### src/rtl/vend_sched.sv
// vend_sched: two-slot coin scheduler for a vending datapath.
// Each coin slot feeds a 2-deep FIFO. A round-robin FSM issues one coin at a
// time, waits for the datapath to settle, then dispenses and returns change.
// Optional statistics counters are enabled by defining VEND_SCHED_STATS_EN.
module vend_sched #(
  parameter int unsigned DISP_CYCLES   = 4,
  parameter int unsigned SETTLE_CYCLES = 2
) (
  input  logic       i_clk,
  input  logic       i_rst,
  input  logic [1:0] i_a_coin,
  input  logic [1:0] i_b_coin,
  output logic       o_a_reject,
  output logic       o_b_reject,
  output logic       o_nickel,
  output logic       o_dime,
  output logic       o_quarter,
  input  logic       i_soda,
  input  logic [2:0] i_change,
  output logic       o_dispense,
  output logic       o_change_pulse,
  output logic       o_busy
`ifdef VEND_SCHED_STATS_EN
  ,
  output logic [7:0] o_coin_count,
  output logic [7:0] o_vend_count
`endif
);

  localparam int unsigned CNT_W   = 4;
  localparam int unsigned CODE_W  = 2;
  localparam int unsigned QCNT_W  = 2;
  localparam int unsigned CHG_W   = 3;
  localparam int unsigned NSLOT   = 2;

  typedef enum logic [2:0] {
    S_IDLE,
    S_ISSUE,
    S_SETTLE,
    S_DISPENSE,
    S_CHANGE
  } state_t;

  state_t              state;
  logic [CNT_W-1:0]    cnt;
  logic [CHG_W-1:0]    chg;
  logic                rr;      // 0 = slot A has priority, 1 = slot B

  logic [CODE_W-1:0]   q_mem  [NSLOT][2];
  logic [QCNT_W-1:0]   q_cnt  [NSLOT];
  logic [CODE_W-1:0]   coin_in[NSLOT];
  logic [NSLOT-1:0]    q_ne;
  logic [NSLOT-1:0]    pop;
  logic [NSLOT-1:0]    push;
  logic [NSLOT-1:0]    drop;
  logic [CODE_W-1:0]   head;
  logic                settle_last;
  logic                disp_last;

  // Grant arbitration, queue push/pop/drop decisions and phase-end flags
  always_comb begin
    coin_in[0] = i_a_coin;
    coin_in[1] = i_b_coin;
    for (int s = 0; s < NSLOT; s++) begin
      q_ne[s] = (q_cnt[s] != QCNT_W'(0));
    end
    pop[0] = (state == S_IDLE) && q_ne[0] && (!q_ne[1] || (rr == 1'b0));
    pop[1] = (state == S_IDLE) && q_ne[1] && (!q_ne[0] || (rr == 1'b1));
    for (int s = 0; s < NSLOT; s++) begin
      push[s] = (coin_in[s] != CODE_W'(0)) && ((q_cnt[s] != QCNT_W'(2)) || pop[s]);
      drop[s] = (coin_in[s] != CODE_W'(0)) && (q_cnt[s] == QCNT_W'(2)) && !pop[s];
    end
    head        = pop[0] ? q_mem[0][0] : q_mem[1][0];
    settle_last = (state == S_SETTLE)   && (cnt == CNT_W'(SETTLE_CYCLES - 1));
    disp_last   = (state == S_DISPENSE) && (cnt == CNT_W'(DISP_CYCLES - 1));
  end

  // Per-slot coin FIFOs; a pop and a push in the same cycle are both honoured
  always_ff @(posedge i_clk or posedge i_rst) begin
    if (i_rst) begin
      for (int s = 0; s < NSLOT; s++) begin
        q_cnt[s]    <= '0;
        q_mem[s][0] <= '0;
        q_mem[s][1] <= '0;
      end
      o_a_reject <= 1'b0;
      o_b_reject <= 1'b0;
    end else begin
      for (int s = 0; s < NSLOT; s++) begin
        case ({push[s], pop[s]})
          2'b10: begin
            q_mem[s][q_cnt[s][0]] <= coin_in[s];
            q_cnt[s]              <= q_cnt[s] + QCNT_W'(1);
          end
          2'b01: begin
            q_mem[s][0] <= q_mem[s][1];
            q_cnt[s]    <= q_cnt[s] - QCNT_W'(1);
          end
          2'b11: begin
            if (q_cnt[s] == QCNT_W'(1)) begin
              q_mem[s][0] <= coin_in[s];
            end else begin
              q_mem[s][0] <= q_mem[s][1];
              q_mem[s][1] <= coin_in[s];
            end
          end
          default: ;
        endcase
      end
      o_a_reject <= drop[0];
      o_b_reject <= drop[1];
    end
  end

  // Vend sequencer: issue -> settle -> dispense -> change, all outputs registered
  always_ff @(posedge i_clk or posedge i_rst) begin
    if (i_rst) begin
      state          <= S_IDLE;
      cnt            <= '0;
      chg            <= '0;
      rr             <= 1'b0;
      o_nickel       <= 1'b0;
      o_dime         <= 1'b0;
      o_quarter      <= 1'b0;
      o_dispense     <= 1'b0;
      o_change_pulse <= 1'b0;
      o_busy         <= 1'b0;
    end else begin
      o_nickel  <= 1'b0;
      o_dime    <= 1'b0;
      o_quarter <= 1'b0;
      case (state)
        S_IDLE: begin
          o_dispense     <= 1'b0;
          o_change_pulse <= 1'b0;
          if (|pop) begin
            state     <= S_ISSUE;
            rr        <= pop[0];
            o_nickel  <= (head == 2'b01);
            o_dime    <= (head == 2'b10);
            o_quarter <= (head == 2'b11);
            o_busy    <= 1'b1;
          end else begin
            o_busy <= 1'b0;
          end
        end
        S_ISSUE: begin
          state <= S_SETTLE;
          cnt   <= '0;
        end
        S_SETTLE: begin
          if (settle_last) begin
            cnt <= '0;
            if (i_soda) begin
              chg        <= (i_change > 3'd4) ? 3'd4 : i_change;
              state      <= S_DISPENSE;
              o_dispense <= 1'b1;
            end else begin
              state  <= S_IDLE;
              o_busy <= 1'b0;
            end
          end else begin
            cnt <= cnt + CNT_W'(1);
          end
        end
        S_DISPENSE: begin
          if (disp_last) begin
            cnt        <= '0;
            o_dispense <= 1'b0;
            if (chg != CHG_W'(0)) begin
              state          <= S_CHANGE;
              o_change_pulse <= 1'b1;
            end else begin
              state  <= S_IDLE;
              o_busy <= 1'b0;
            end
          end else begin
            cnt        <= cnt + CNT_W'(1);
            o_dispense <= 1'b1;
          end
        end
        S_CHANGE: begin
          // chg holds the pulses still owed including the one now high
          if (o_change_pulse) begin
            o_change_pulse <= 1'b0;
            if (chg == CHG_W'(1)) begin
              chg    <= '0;
              state  <= S_IDLE;
              o_busy <= 1'b0;
            end else begin
              chg <= chg - CHG_W'(1);
            end
          end else begin
            o_change_pulse <= 1'b1;
          end
        end
        default: begin
          state  <= S_IDLE;
          o_busy <= 1'b0;
        end
      endcase
    end
  end

`ifdef VEND_SCHED_STATS_EN
  // Issued-coin count saturates; vend count wraps
  always_ff @(posedge i_clk or posedge i_rst) begin
    if (i_rst) begin
      o_coin_count <= '0;
      o_vend_count <= '0;
    end else begin
      if ((state == S_ISSUE) && (o_coin_count != 8'hFF)) begin
        o_coin_count <= o_coin_count + 8'd1;
      end
      if (settle_last && i_soda) begin
        o_vend_count <= o_vend_count + 8'd1;
      end
    end
  end
`endif

endmodule

### config.mk
export PLATFORM = sky130hd
export DESIGN_NAME = vend_sched
export DESIGN_NICKNAME = d
export VERILOG_FILES = /design/src/rtl/vend_sched.sv
export SDC_FILE = /design/constraint.sdc
export NUM_CORES = 1
export LEC_CHECK = 0
export CORE_MARGIN = 2
export CORE_UTILIZATION = 56
export DETAILED_ROUTE_END_ITERATION = 10
export GPL_ROUTABILITY_DRIVEN = 0
export PLACE_DENSITY = 0.82
export SKIP_LAST_GASP = 1
export SYNTH_ARGS = -nofsm -noshare
export SYNTH_HDL_FRONTEND = slang
export SYNTH_SLANG_ARGS = --single-unit
### constraint.sdc
create_clock -name i_clk -period 2.3 [get_ports i_clk]
set_input_delay 0.575 -clock i_clk [delete_from_list [all_inputs] [get_ports i_clk]]
set_output_delay 0.575 -clock i_clk [all_outputs]
set_load 0.01 [all_outputs]
## Word level (Yosys, flattened, before mapping)

Cells that the tools add are included.

- Register bits after elaboration: 31
- Latch bits: 0
- Memory bits (writable): 0
- Memory bits (read-only): 0
- Output and inout bits: 8
- Memories kept: 0

- Add/sub/neg operators: 6
- Multiply operators: 0
- Div/mod/pow operators: 0
- Magnitude comparators: 5
- Equal/unequal tests: 33
- Shift-type cells: 0
- Muxes and demuxes: 56
- Bitwise operators: 4
- Reductions and logical operators: 47

Operator list:

| cell | number |
|---|---|
| $mux 3 | 11 |
| $ne 2x2->1 const B | 11 |
| $mux 1 | 19 |
| $reduce_bool 2->1 | 9 |
| $reduce_bool 3->1 | 6 |
| $eq 2x2->1 const B | 8 |
| $mux 2 | 8 |
| $pmux 2 s2 | 4 |
| $pmux 3 s5 | 1 |
| $logic_and 1x1->1 | 14 |
| $pmux 2 s3 | 2 |
| $pmux 4 s3 | 1 |
| $eq 2x1->1 const B | 5 |
| $bwmux 4 | 2 |
| $mux 4 | 2 |
| $reduce_and 7->1 | 1 |
| $eq 3x1->1 const B | 2 |
| $eq 3x2->1 const B | 2 |
| $pmux 1 s3 | 2 |
| $pmux 3 s2 | 1 |
| $reduce_and 2->1 | 3 |
| $reduce_and 3->1 | 2 |
| $pmux 1 s5 | 1 |
| $reduce_and 5->1 | 1 |
| 19 further kinds | 33 |

## Depth between registers and ports, before layout

Gate-level depths: netlist of run 1.

- Depth in word-level cells: 9
- Gate-level depth with buffers: 7
- Depth with buffers taken out: 6

## Least setup slack after synthesis of run 1

OpenSTA, ideal clock, no wires.

- Kind: register -> register
- Start point: register state[2]
- End point: register q_mem[0] in the netlist's numbering
- Library setup time: 0.125 ns
- Arrival: 1.759 ns
- Path slack: 0.416 ns
- Cell stages (with the launch flop): 6
- Cell sequence: dfrtp_1 > buf_6 > or3_4 > nor3_4 > mux2_2 > mux2_2

- Longest elaborated chain between the ends: 8

Ends and longest elaborated chain:

| item | line | text |
|---|---|---|
| start: declaration | 44 | `state_t state;` |
| start signal: assignment | 118 | `state <= S_IDLE;` |
| start signal: assignment | 137 | `state <= S_ISSUE;` |
| start signal: assignment | 148 | `state <= S_SETTLE;` |
| $logic_not 3->1 (*) | 68 | `pop[1] = (state == S_IDLE) && q_ne[1] && (!q_ne[0] \|\| (rr == 1'b1));` |
| $logic_and 1x1->1 (*) (2 in a row) | 68 |  |
| $logic_or 1x1->1 | 70 | `push[s] = (coin_in[s] != CODE_W'(0)) && ((q_cnt[s] != QCNT_W'(2)) \|\| pop[s]);` |
| $logic_and 1x1->1 | 70 |  |
| $eq 2x2->1 | 90 | `case ({push[s], pop[s]})` |
| $ne 2x2->1 (no line) or $reduce_bool 2->1 (tied branches) | n/a |  |
| $reduce_and 2->1 (no line) | n/a |  |
| end signal: indexed assignment | 92 | `q_mem[s][q_cnt[s][0]] <= coin_in[s];` |
| end signal: indexed assignment | 96 | `q_mem[s][0] <= q_mem[s][1];` |
| end signal: indexed assignment | 101 | `q_mem[s][0] <= coin_in[s];` |
| end: declaration | 49 | `logic [CODE_W-1:0] q_mem [NSLOT][2];` |

Every way passes the cells marked *; elsewhere a longest branch is shown, timed or not.
A chain may end at the register's enable or synchronous reset.

## Final worst setup path of run 1

- Start point: register state[1]
- End point: register q_cnt[0] in the netlist's numbering

- Longest elaborated chain between the ends: 7

Ends and longest elaborated chain:

| item | line | text |
|---|---|---|
| $logic_not 3->1 (*) | 68 |  |
| $logic_and 1x1->1 (*) (2 in a row) | 68 |  |
| $logic_or 1x1->1 | 70 |  |
| $logic_and 1x1->1 | 70 |  |
| $eq 2x1->1 or $eq 2x2->1 (tied branches) | 90 |  |
| $pmux 2 s2 or $reduce_bool 2->1 (tied branches) | n/a |  |
| end signal: indexed assignment | 93 | `q_cnt[s] <= q_cnt[s] + QCNT_W'(1);` |
| end signal: indexed assignment | 97 | `q_cnt[s] <= q_cnt[s] - QCNT_W'(1);` |
| end: declaration | 50 | `logic [QCNT_W-1:0] q_cnt [NSLOT];` |

Marked as above.

==> metrics, run 1 <==
Die Height=around 61 um; H-tree level count=2; Max-slew headroom=70.17%; Hold Path Origin=q_mem[6]; Post-Synth Simple-Gate Area=approximately 18%; CP Data Required Time=between 2000 and 3000 ps; Yosys top cell area share=42.35%; Core Region=0.003078 sq mm; Comb power frac=54.8%; fin util=roughly two thirds; Sequential Power Share=35.0%; Initial Utilization=59.51%; die area=0.003744 sq mm; CTS tree=yes; fmax=501.2 MHz; Cells after Synth=190; Fill cells=roughly 240; Avg WL per Cell=14.89 um; placed cells=250; Worst setup EP type=flip-flop; Arr. time, crit path=2230 ps; Clock Power Share=10.2%; hpwl dp=2785 um; Reg area=775.7 sq um; status=complete, no violations; first-pass iteration count of the detailed router=4; GRT Total Usage=23.38%; adder-cell share of the synthesized area=around 7.5%; CTS clk-pin slew, worst paths=100 ps; diode count=0; # DRC=0; mux share of post-synthesis cell area=7.104%; GRT overflow=0; pin count of the biggest net entering global routing=32; final wirelength=3841 um; Pwr Density=1447 mW/mm^2; Startpoint Class=flip-flop; Post-Synth XOR/XNOR Area=1.844%; register-to-register setup slack=between 300 and 400 ps; Least-Margin Pin Slew=445.9 ps; CTS max path bufs=2; Synth cell types=45; M3 GR Usage=4.412%; final setup fails=0; Sink Count=31; vias=approximately 1500; initial antenna violation count=0; Worst-Skew Late Latency=340 ps; Die X=61.19 um; share of layout cells above drive strength 1=11.21%; max-slew violations=0; postcts setup bufs=0; Final period util=86.75%; max_cap viols=0; port bufs=17; number of global-route vias before repair=about 1500; Worst Path Max Fanout=11; Num CTS Buffers=5; HP Class=reg -> reg; ANT nets after route=0; Yosys reg bits=31; internal power consumption=1746 uW; combinational family with the most area after synthesis=simple AND/OR/NAND/NOR gates; CP Launch Point=state[1]; ys flop type=dfrtp_1; Compound-Gate Fraction of Synth Area=between 10% and 20%; Yosys top cell by area=dfrtp_1; CTS Hold Buffers Added=0; Cell Rows=20; area of the multi-input gates=~950 sq um; unrepaired setup endpoints after global routing=no; Syn. warnings=0; Synth area leaders=dfrtp_1, ha_1, nand2_1; Peak VDD IR=801.3 uV; setup TNS=0 ps; post-synthesis sequential area ratio=a little over two fifths; switching power=1308 uW; skew final=between 7 and 8 ps; Mean Syn Cell Area=9.641 sq um; sw frac=42.82%; final hold vios=0; # IOs=18; grt met2 use=40.58%; pre-CTS WS=~110 ps; cell leakage power=0.0009430 uW; grt met1 use=27.38%; WHS=500.9 ps; busiest grt layer=met2; Clock Tree Root=clkbuf_4; ys async rst share=100.0%; r2r startpoint=state[1]; first-pass GRT wire length=about 6300 um; final setup margin=between 300 and 400 ps; number of synthesized flops with an enable pin=0; final cell count without fillers=258; Syn-to-layout area delta=15.23%; syn nets=~210; mapped cell area=between 0.0015 and 0.002 sq mm; CTS resizes=0; min cycle time layout=1995 ps; Setup CP Type=reg -> reg; DR iter-0 viols=49; post-layout net count=234; via-per-instance ratio=between 5 and 6
cell families after synthesis:
kind of cell,after synthesis
multiplexers,12
AND/OR/NAND/NOR,61
AO/OA/AOI/OAI,48
buffers and inverters,24
XOR/XNOR,3
flip-flops,31
adder cells (fa/ha/maj),11
synth_stat cells, drive strengths merged (2+ instances only):
master  number
inv         17
or3b         2
nor2        12
nand2b       2
nor3         6
xnor2        2
nand3        5
nand2       20
nor4b        2
buf          4
o31ai        2
a221oi       3
nor2b        3
o32ai        2
nor4bb       2
a21o         3
nor3b        3
ha          11
mux2         5
o221ai       2
mux2i        7
clkbuf       3
o211ai       2
a31oi        6
a311oi       2
dfrtp       31
o21ai       11
a21oi        7
or3          3
o22ai        3
area by class of cell:
| type | count | share of cell area (%) |
|---|---|---|
| multi-input combinational | 135 | 45.05 |
| sequential | 31 | 36.75 |
| timing repair buffer | 23 | 10.20 |
| inverter | 17 | 3.023 |
| tap | 44 | 2.608 |
| clock buffer | 7 | 2.134 |
| clock inverter | 1 | 0.2371 |
routing by layer:
layer / vias to the layer above / wire [um] / share of wire, %
met3: 6 / 171 / 4.5
li1: 729 / - / -
met5: - / 0 / 0
met4: 0 / 53 / 1.4
met1: 744 / 1624 / 42
met2: 37 / 1991 / 52
worst paths after layout:
check,to,depth (start not counted)
worst max-delay path,q_cnt[0],4
worst min-delay path,o_dime,1
worst max register to register,q_cnt[0],4
worst min register to register,o_dime,1
max in group asynchronous,o_dime,3
min in group asynchronous,q_cnt[2],3
power groups by stage:
stage / Clock [uW] / Sequential, uW / Combinational [uW]
2_1_floorplan: 0 / 1010 / 1260
6_report: 312 / 1070 / 1670
3_3_place_gp: 0 / 1050 / 1590
3_5_place_dp: 0 / 1070 / 1660
5_1_grt: 343 / 1110 / 1860
4_1_cts: 318 / 1060 / 1680
flip-flops by register name, indices dropped and copies added, names as in the netlist:
signal          cells
chg                 3
cnt                 4
o_a_reject          1
o_b_reject          1
o_busy              1
o_change_pulse      1
o_dime              1
o_dispense          1
o_nickel            1
o_quarter           1
q_cnt               4
q_mem               8
rr                  1
state               3
worst max-delay path, stage by stage, from the launching register on:
cell	delay, ps
dfrtp_1	500
or3_4	450
or3_1	490
mux2_4	320
xnor2_2	130
through the flow:
stage | area, sq um | total power [uW]
3_3_place_gp | 2061 | 2638
5_1_grt | 2111 | 3308
2_1_floorplan | 1832 | 2275
4_1_cts | 2111 | 3061
3_5_place_dp | 2061 | 2734
6_report | 2111 | 3054
layout by cell type (no fill, tap or decap), types with 2 or more instances in the layout:
| cell | n |
|---|---|
| a221oi_1 | 3 |
| dfrtp_1 | 31 |
| ha_1 | 11 |
| nand3_1 | 5 |
| o32ai_1 | 2 |
| or3_1 | 2 |
| nor2_1 | 12 |
| or3b_2 | 2 |
| nand2b_1 | 2 |
| a311oi_1 | 2 |
| o31ai_1 | 2 |
| nand2_1 | 20 |
| o21ai_0 | 11 |
| mux2i_1 | 7 |
| nor3b_1 | 3 |
| a31oi_1 | 6 |
| mux2_2 | 4 |
| clkbuf_1 | 2 |
| o22ai_1 | 3 |
| nor2b_1 | 3 |
| nor4b_1 | 2 |
| clkbuf_4 | 5 |
| o221ai_1 | 2 |
| inv_1 | 17 |
| clkdlybuf4s50_1 | 17 |
| o211ai_1 | 2 |
| buf_4 | 6 |
| a21o_1 | 2 |
| nor3_1 | 5 |
| a21oi_1 | 7 |
| nor4bb_1 | 2 |
Power figures use the tool's default switching activity.
==> inputs of run 2 (changes only) <==
- MAX_ROUTING_LAYER: default -> met4
- SKIP_LAST_GASP: 1 -> default
==> run 2 against run 1 <==
Effect of this change: design area unchanged; final cell count unchanged; sequential power about the same; clock power up 2%; sequential share of layout area unchanged; largest power group unchanged; non-clock buffer count unchanged; setup slack better by 1.4 ps.
==> metrics, run 2 (synthesized netlist as in run 1, its figures left out) <==
commonest cells after routing, fill and taps aside=dfrtp_1, nand2_1, inv_1, clkdlybuf4s50_1, nor2_1; HP Class=reg -> reg; ANT nets after route=0; fin util=slightly below 70%; Pwr Density=1454 mW/mm^2; vias=1509; CP Cell Sequence=or3_4, or3_1, mux2_4, xnor2_2; final setup fails=0; number of global-route vias before repair=1496; CTS max path bufs=2; Sink Count=31; Fill cells=243; Arr. time, crit path=2250 ps; Syn-to-layout area delta=15.23%; CP peak stage delay=~500 ps; Setup CP Type=reg -> reg; top flop regs=q_mem: 8 flops, cnt: 4 flops, q_cnt: 4 flops; final wirelength=3876 um; CTS resizes=0; area of the multi-input gates=950.9 sq um; diode count=0; Startpoint Class=flip-flop; H-tree level count=2; commonest non-fill, non-tap cell in the layout=dfrtp_1; Die Height=61.19 um; Max-slew headroom=70.09%; max-slew violations=0; cell leakage power=between 0.0009 and 0.001 uW; CTS clk-pin slew, worst paths=100 ps; min cycle time layout=1994 ps; Final period util=86.69%; final cell count without fillers=258; CP Data Required Time=around 2600 ps; # IOs=18; Clock Tree Root=clkbuf_4; Crit-path slowest cell=dfrtp_1; GRT Total Usage=24.08%; unrepaired setup endpoints after global routing=no; GRT overflow=0; Num CTS Buffers=5; via-per-instance ratio=5.849; fmax=501.5 MHz; Worst-Skew Late Latency=360 ps; Least-Margin Pin Slew=447.0 ps; Core Region=0.003078 sq mm; DR iter-0 viols=51; first-pass GRT wire length=6327 um; max_cap viols=0; final hold vios=0; Avg WL per Cell=15.02 um; first-pass iteration count of the detailed router=4; port bufs=17; placed cells=250; CTS tree=yes; hpwl dp=approximately 2800 um; Reg area=775.7 sq um; postcts setup bufs=0; setup TNS=0 ps; status=complete, no violations; share of layout cells above drive strength 1=~11%; most flop-heavy register=q_mem; Cell Rows=20; Worst setup EP type=flip-flop; Initial Utilization=between 50% and 60%; Worst Path Max Fanout=11; placed cell areas=0.002061 sq mm; CTS Hold Buffers Added=0; die area=0.003744 sq mm; # DRC=0; max FFs per register=8; pin count of the biggest net entering global routing=32; initial antenna violation count=0; Peak VDD IR=801.0 uV; Power, Total=~3100 uW; skew final=11.67 ps; Design Area, Final=0.002111 sq mm; post-layout net count=234; Die X=~60 um
==> run 2: final cells by class <==
type | instances | area share (%)
Inverter | 17 | 3.023
Clock inverter | 1 | 0.2371
Sequential cell | 31 | 36.75
Timing Repair Buffer | 23 | 10.20
Clock buffer | 7 | 2.134
Tap cell | 44 | 2.608
Multi-Input combinational cell | 135 | 45.05
==> run 2: path summary, 6_finish.rpt <==
path	start	endpoint	slack [ps]	cells after the start
max in group asynchronous	i_rst	o_dime	1420	3
setup reg to reg	state[1]	q_cnt[0]	310	4
hold reg to reg	q_mem[6]	o_dime	500	1
hold / removal	q_mem[6]	o_dime	500	1
setup / recovery	state[1]	q_cnt[0]	310	4
min in group asynchronous	i_rst	q_cnt[2]	590	3
==> run 2: where the power goes <==
part	total (uW)	switching, uW	internal (uW)
logic	1680	865	816
registers	1070	258	812
clock network	319	200	119
total	3070	1320	1750
==> run 2: layer usage <==
| metal | wire (um) | up-vias | track usage, % |
|---|---|---|---|
| met5 | 0 | - | - |
| met4 | 95 | 0 | 12.11 |
| met3 | 183 | 12 | 4.412 |
| met2 | 1956 | 47 | 40.58 |
| met1 | 1640 | 724 | 27.25 |
| li1 | - | 726 | - |
==> run 2: critical path, delay by kind of cell, from the launching register on <==
family	cells	cell delay [ps]
AND/OR/NAND/NOR	2	940
flip-flops	1	500
XOR/XNOR	1	130
multiplexers	1	320
==> run 2: per-stage QoR <==
| stage | setup WS [ps] | hold WS [ps] |
|---|---|---|
| after floorplan | 415.8 | 445.5 |
| after global placement | 151.5 | 480.9 |
| after detailed placement | 112.0 | 486.9 |
| after CTS | 310.0 | 502.3 |
| after global routing | 223.2 | 510.5 |
| final | 306.1 | 500.7 |
